===== src/rtl/tamagotchi_pkg.sv =====
// Shared constants for the pet controller: one-hot activity encoding (also used by the
// display/needs logic), command encoding and combo-resolver state constants.
package tamagotchi_pkg;

  localparam logic [3:0] EST_IDLE     = 4'b0000;
  localparam logic [3:0] EST_DORMINDO = 4'b0001;
  localparam logic [3:0] EST_COMENDO  = 4'b0010;
  localparam logic [3:0] EST_AULA     = 4'b0100;
  localparam logic [3:0] EST_MORTO    = 4'b1000;

  typedef enum logic [1:0] {
    CMD_NENHUM = 2'd0,
    CMD_B1     = 2'd1,
    CMD_B2     = 2'd2,
    CMD_COMBO  = 2'd3
  } cmd_t;

  localparam logic [1:0] RES_ESPERA    = 2'd0;
  localparam logic [1:0] RES_JANELA_B1 = 2'd1;
  localparam logic [1:0] RES_JANELA_B2 = 2'd2;

  // A limit of zero disables the timeout; tempo_inc is the count after this tick.
  function automatic logic estourou(input logic [31:0] tempo_inc, input int unsigned limite);
    return (limite != 0) && (tempo_inc >= limite);
  endfunction

endpackage


===== src/rtl/filtro_botao.sv =====
// Button conditioner: 2-FF synchroniser, counter-based debounce and a one-cycle pulse on
// the debounced rising edge.
module filtro_botao #(
  parameter int unsigned DEBOUNCE_CICLOS = 16
) (
  input  logic clk,
  input  logic rst_n,
  input  logic botao,
  output logic pulso
);

  localparam int unsigned W_CNT = (DEBOUNCE_CICLOS > 1) ? $clog2(DEBOUNCE_CICLOS) : 1;
  localparam logic [W_CNT-1:0] CNT_FIM = W_CNT'(DEBOUNCE_CICLOS - 1);
  localparam logic [W_CNT-1:0] CNT_UM  = 1;

  logic [1:0]       sync_q, sync_d;
  logic             nivel_q, nivel_d;
  logic [W_CNT-1:0] cnt_q, cnt_d;
  logic             pulso_q, pulso_d;

  // NOTE: every signal assigned in always_comb gets a default first so no latch is inferred.
  always_comb begin
    sync_d  = {sync_q[0], botao};
    nivel_d = nivel_q;
    cnt_d   = '0;
    if (sync_q[1] != nivel_q) begin
      if (cnt_q == CNT_FIM) nivel_d = sync_q[1];
      else                  cnt_d   = cnt_q + CNT_UM;
    end
    pulso_d = nivel_d & ~nivel_q;
  end

  // NOTE: sequential state uses non-blocking assignments so all flops update together.
  always_ff @(posedge clk or negedge rst_n) begin
    if (!rst_n) begin
      sync_q  <= '0;
      nivel_q <= 1'b0;
      cnt_q   <= '0;
      pulso_q <= 1'b0;
    end else begin
      sync_q  <= sync_d;
      nivel_q <= nivel_d;
      cnt_q   <= cnt_d;
      pulso_q <= pulso_d;
    end
  end

  assign pulso = pulso_q;

endmodule


===== src/rtl/controlador_atividades.sv =====
// Activity controller: filters b1/b2, resolves single/combo commands and runs the activity
// FSM with per-state timeouts. Define REVIVER_EN to allow a combo to leave MORTO.
module controlador_atividades
  import tamagotchi_pkg::*;
#(
  parameter int unsigned DEBOUNCE_CICLOS    = 16,
  parameter int unsigned JANELA_COMBO       = 8,
  parameter int unsigned TEMPO_MAX_COMENDO  = 10,
  parameter int unsigned TEMPO_MAX_DORMINDO = 30,
  parameter int unsigned TEMPO_MAX_AULA     = 20,
  parameter int unsigned W_TEMPO            = 8
) (
  input  logic               clk,
  input  logic               rst_n,
  input  logic               tick,
  input  logic               b1,
  input  logic               b2,
  input  logic               morreu,
  output logic [3:0]         estado,
  output logic               mudou,
  output logic [W_TEMPO-1:0] tempo_estado
);

  localparam int unsigned W_JAN = (JANELA_COMBO > 0) ? $clog2(JANELA_COMBO + 1) : 1;
  localparam logic [W_JAN-1:0]   JAN_FIM  = W_JAN'(JANELA_COMBO);
  localparam logic [W_JAN-1:0]   JAN_UM   = 1;
  localparam logic [W_TEMPO-1:0] TEMPO_UM = 1;

  // Reset asserts asynchronously but is released two edges later, in step with clk.
  logic [1:0] rst_sinc_q, rst_sinc_d;
  logic       rst_int_n;

  assign rst_sinc_d = {rst_sinc_q[0], 1'b1};

  always_ff @(posedge clk or negedge rst_n) begin
    if (!rst_n) rst_sinc_q <= '0;
    else        rst_sinc_q <= rst_sinc_d;
  end

  assign rst_int_n = rst_sinc_q[1];

  logic p1, p2;

  filtro_botao #(.DEBOUNCE_CICLOS(DEBOUNCE_CICLOS)) u_filtro_b1 (
    .clk   (clk),
    .rst_n (rst_int_n),
    .botao (b1),
    .pulso (p1)
  );

  filtro_botao #(.DEBOUNCE_CICLOS(DEBOUNCE_CICLOS)) u_filtro_b2 (
    .clk   (clk),
    .rst_n (rst_int_n),
    .botao (b2),
    .pulso (p2)
  );

  // Combo resolver
  logic [1:0]       res_q, res_d;
  logic [W_JAN-1:0] jan_q, jan_d;
  cmd_t             cmd_q, cmd_d;

  always_comb begin
    res_d = res_q;
    jan_d = jan_q;
    cmd_d = CMD_NENHUM;
    case (res_q)
      RES_ESPERA: begin
        if (p1 && p2) begin
          cmd_d = CMD_COMBO;
        end else if (p1) begin
          if (JANELA_COMBO == 0) cmd_d = CMD_B1;
          else begin
            res_d = RES_JANELA_B1;
            jan_d = JAN_UM;
          end
        end else if (p2) begin
          if (JANELA_COMBO == 0) cmd_d = CMD_B2;
          else begin
            res_d = RES_JANELA_B2;
            jan_d = JAN_UM;
          end
        end
      end
      RES_JANELA_B1: begin
        if (p2) begin
          cmd_d = CMD_COMBO;
          res_d = RES_ESPERA;
        end else if (jan_q == JAN_FIM) begin
          cmd_d = CMD_B1;
          res_d = RES_ESPERA;
        end else begin
          jan_d = jan_q + JAN_UM;
        end
      end
      RES_JANELA_B2: begin
        if (p1) begin
          cmd_d = CMD_COMBO;
          res_d = RES_ESPERA;
        end else if (jan_q == JAN_FIM) begin
          cmd_d = CMD_B2;
          res_d = RES_ESPERA;
        end else begin
          jan_d = jan_q + JAN_UM;
        end
      end
      default: res_d = RES_ESPERA;
    endcase
  end

  // Activity FSM
  logic [3:0]         estado_q, estado_d;
  logic               mudou_q, mudou_d;
  logic [W_TEMPO-1:0] tempo_q, tempo_d;
  logic [31:0]        tempo_inc;
  logic               expira_comendo, expira_dormindo, expira_aula;

  assign tempo_inc       = 32'(tempo_q) + 32'd1;
  assign expira_comendo  = tick && estourou(tempo_inc, TEMPO_MAX_COMENDO);
  assign expira_dormindo = tick && estourou(tempo_inc, TEMPO_MAX_DORMINDO);
  assign expira_aula     = tick && estourou(tempo_inc, TEMPO_MAX_AULA);

  always_comb begin
    estado_d = estado_q;
    if (morreu) begin
      estado_d = EST_MORTO;
    end else begin
      case (estado_q)
        EST_IDLE: begin
          case (cmd_q)
            CMD_B1:    estado_d = EST_COMENDO;
            CMD_B2:    estado_d = EST_DORMINDO;
            CMD_COMBO: estado_d = EST_AULA;
            default:   estado_d = EST_IDLE;
          endcase
        end
        EST_COMENDO:  if (cmd_q == CMD_B1    || expira_comendo)  estado_d = EST_IDLE;
        EST_DORMINDO: if (cmd_q == CMD_B2    || expira_dormindo) estado_d = EST_IDLE;
        EST_AULA:     if (cmd_q == CMD_COMBO || expira_aula)     estado_d = EST_IDLE;
        EST_MORTO: begin
`ifdef REVIVER_EN
          if (cmd_q == CMD_COMBO) estado_d = EST_IDLE;
`else
          estado_d = EST_MORTO;
`endif
        end
        default: estado_d = EST_IDLE;
      endcase
    end

    mudou_d = (estado_d != estado_q);
    if (mudou_d)                    tempo_d = '0;
    else if (tick && tempo_q != '1) tempo_d = tempo_q + TEMPO_UM;
    else                            tempo_d = tempo_q;
  end

  always_ff @(posedge clk or negedge rst_int_n) begin
    if (!rst_int_n) begin
      res_q    <= RES_ESPERA;
      jan_q    <= '0;
      cmd_q    <= CMD_NENHUM;
      estado_q <= EST_IDLE;
      mudou_q  <= 1'b0;
      tempo_q  <= '0;
    end else begin
      res_q    <= res_d;
      jan_q    <= jan_d;
      cmd_q    <= cmd_d;
      estado_q <= estado_d;
      mudou_q  <= mudou_d;
      tempo_q  <= tempo_d;
    end
  end

  assign estado       = estado_q;
  assign mudou        = mudou_q;
  assign tempo_estado = tempo_q;

endmodule


===== config.mk =====
export PLATFORM = sky130hd
export DESIGN_NAME = controlador_atividades
export DESIGN_NICKNAME = d
export VERILOG_FILES = /design/src/rtl/tamagotchi_pkg.sv /design/src/rtl/filtro_botao.sv /design/src/rtl/controlador_atividades.sv
export SDC_FILE = /design/constraint.sdc
export NUM_CORES = 1
export LEC_CHECK = 0
export ABC_AREA = 0
export CORE_UTILIZATION = 57
export CTS_CLUSTER_DIAMETER = 200
export DETAILED_ROUTE_END_ITERATION = 7
export HOLD_SLACK_MARGIN = 0.03
export PLACE_DENSITY = 0.79
export SETUP_SLACK_MARGIN = 0.05
export SYNTH_ARGS = -nofsm -noshare
export SYNTH_HDL_FRONTEND = slang
export SYNTH_SLANG_ARGS = --single-unit

===== constraint.sdc =====
create_clock -name clk -period 1.5 [get_ports clk]
set_input_delay 0.225 -clock clk [delete_from_list [all_inputs] [get_ports clk]]
set_output_delay 0.225 -clock clk [all_outputs]
set_load 0.01 [all_outputs]

==> results.yml <==
run_status:
  status: "finished, violations left"
  violations: "setup timing"
sta:
  tns_ns: -7.370
  hold_viol: 0
  fmax_mhz: 446.8
  fin_crit_ns: 2.238
  slew_viol_final: 0
  finalCritPeriodShare: 1.492
  finClkSkew_ns: 0.003475
  fin_ws_ns: -0.7380
  rsz0062_at_grt: "yes"
  finalSetupViolations: 17
clock_network:
  holdBufCountCts: 0
  numCtsBuffers: 5
  cts.sinks: 39
  path_clk_slew_ns: 0.07
  cts_tree: "yes"
  root_buffer: "clkbuf_8"
  clk_latency_ns: 0.29
  htreeDepth: 2
  cts_buffer_depth: 2
floorplanning:
  io-pin-count: 19
  start_util: 0.5980
  rows: 22
  dieWidth_um: 64.21
  dieHeight_um: 64.21
  dieArea_um2: 4123
  core_um2: 3689
critical_path:
  worstSetupEndpointType: "flip-flop"
  path_class: "flip-flop to flip-flop"
  crit_arrival_ns: 2.41
  rr_worst_depth: 7
  startpoint_type: "flip-flop"
  worstPathRequired_ns: 1.67
  cp_max_fo: 3
routing:
  drt_iter0_drc: 138
  final_antenna_net_count: 0
  drt_wl_total_um: 5803
  route.vias.total: 2002
  drtPass1Iterations: 4
  drcViolationCount: 0
  wl_per_cell_um: 16.44
  vias_per_cell: 5.671
synthesis:
  syn_avg_cell_area_um2: 9.633
  ys_ff_latch: 39
  synth-seq-area-share: 0.4424
  ys.flop_type: "dfrtp_1"
  synth_area_um2: 2206
  yosysTopAreaCell: "dfrtp_1"
  synth_top_area_share: 0.4424
  yosysWarnings: 0
  synth_nets: 245
  async_flop_share: 1.000
  synth-edff-count: 0
  synthCells: 229
  synth.area.top_cells: "dfrtp_1 (44%), ha_1 (5.7%), nand2_1 (3.6%), a21oi_1 (3.2%), nor3_1 (2.9%)"
  synth_cell_types: 47
  yosys-top-cells-count: "dfrtp_1 (39), nand2_1 (21), nor2_1 (16)"
  yosysMostFrequentCell: "dfrtp_1"
placed_design:
  dp_hpwl_um: 3725
  numPlacedInstances: 339
  port_buffers: 18
  gp_congestion: 0.8785
grt:
  antenna_found_initial: 0
  overflow: 0
  grt_max_degree: 31
  first_global_vias: 1973
  grt_pass1_wl_um: 8611
  track_usage: 0.2765
power_and_ir_drop:
  p_per_area_nw_per_um2: 1137
  vdd_drop_max_mv: 0.8397
  p_leak_nw: 1.396
final_layout:
  instances_no_fill: 353
  antenna_cells: 0
  nNetsFinal: 320
  drive_gt1_frac: 0.3574
  area_growth_pct: 41.24
job:
  maxCapViolations: 0
hold_path:
  hp-class: "primary input to asynchronous set/reset pin"
==> final cells by class <==
class / instances / area [µm²]
fillers: 219 / 573.1
multi-input cells: 171 / 1329
flip-flops and latches: 39 / 983.4
repair buffers: 75 / 616.8
inverters: 12 / 45.04
clock buffers: 7 / 76.32
clock inverters: 1 / 5.005
well taps: 48 / 60.06
==> metal layers <==
layer  wire length [µm]  vias up  track usage
li1                   -      964            -
met1               2336      966       0.3369
met2               3114       56       0.4761
met3                222       16      0.04821
met5                  0        -            0
met4                131        0       0.1278
==> power breakdown <==
| part | internal [mW] | total [mW] | switching [mW] |
|---|---|---|---|
| clock | 0.326 | 0.677 | 0.351 |
| combinational | 0.840 | 1.56 | 0.723 |
| sequential | 1.16 | 1.30 | 0.138 |
| total | 2.33 | 3.54 | 1.21 |
==> logic make-up (layout without fill, tap and decap cells) <==
kind of cell,count (synthesis),count (layout),synth area share
other,1,1,0.001700
flip-flops,39,39,0.4424
buffers and inverters,19,95,0.03800
AO/OA/AOI/OAI,44,44,0.1401
adder cells (fa/ha/maj),10,10,0.05672
multiplexers,4,4,0.01928
XOR/XNOR,13,13,0.05502
AND/OR/NAND/NOR,99,99,0.2467
==> layout by cell type (no fill, tap or decap), types with 6 or more instances in the layout <==
| cell | instances |
|---|---|
| a21oi_1 | 12 |
| inv_1 | 9 |
| xnor2_1 | 7 |
| nor2_1 | 14 |
| nor3_1 | 12 |
| o21ai_0 | 8 |
| dfrtp_1 | 33 |
| nand3_1 | 10 |
| dfrtp_2 | 6 |
| nor3b_1 | 7 |
| clkdlybuf4s50_1 | 7 |
| buf_4 | 53 |
| dlygate4sd2_1 | 9 |
| nand2_1 | 19 |
==> stage by stage <==
step / cell area (µm²) / hold WS (ns) / setup WS [ns] / power, mW / utilization
global placement: 2851 / 0.1458 / -0.7492 / 2.735 / 0.7731
finish: 3115 / 0.09355 / -0.7380 / 3.542 / 0.8446
CTS: 3007 / 0.09000 / -0.7261 / 3.439 / 0.8151
floorplan: 2255 / -0.07059 / -0.7296 / 2.063 / -
global route: 3115 / 0.09342 / -0.8340 / 3.748 / 0.8446
detailed placement: 2851 / 0.1505 / -0.8553 / 2.757 / 0.7731
==> worst max-delay path, stage by stage (launching register included) <==
cell	delay [ns]
dfrtp_2	0.44
ha_4	0.27
or3b_4	0.36
a21oi_2	0.14
nor4_2	0.07
o41ai_4	0.30
xor2_2	0.16
or3b_1	0.38
==> state kept, by name, summed over array words and instances (netlist names) <==
signal,flops
u_filtro_b2.cnt_q,4
res_q,2
u_filtro_b2.pulso,1
u_filtro_b2.nivel_q,1
u_filtro_b1.cnt_q,4
tempo_estado,8
u_filtro_b1.pulso,1
u_filtro_b1.sync_q,2
estado,4
jan_q,4
u_filtro_b1.nivel_q,1
cmd_q,2
u_filtro_b2.sync_q,2
rst_sinc_q,2
mudou,1
==> path summary, 6_finish.rpt <==
kind / start / slack [ns] / end
setup reg to reg: tempo_estado[0] / -0.74 / mudou
max in group asynchronous: rst_sinc_q[1] / 0.87 / res_q[1]
min in group clk: u_filtro_b1.sync_q[0] / 0.35 / u_filtro_b1.sync_q[1]
hold reg to reg: rst_sinc_q[1] / 0.15 / u_filtro_b1.cnt_q[3]
hold / removal: rst_n / 0.09 / rst_sinc_q[1]
setup / recovery: tempo_estado[0] / -0.74 / mudou
==> what timing repair did <==
action / CTS / global route
endpoints found under the setup margin: 30 / 23
endpoints found under the hold margin: 0 / 0
resized for setup: 26 / 26
buffers inserted: 6 / 1
pin swaps: 8 / 8
No activity file was read; power rests on OpenSTA's default activity.
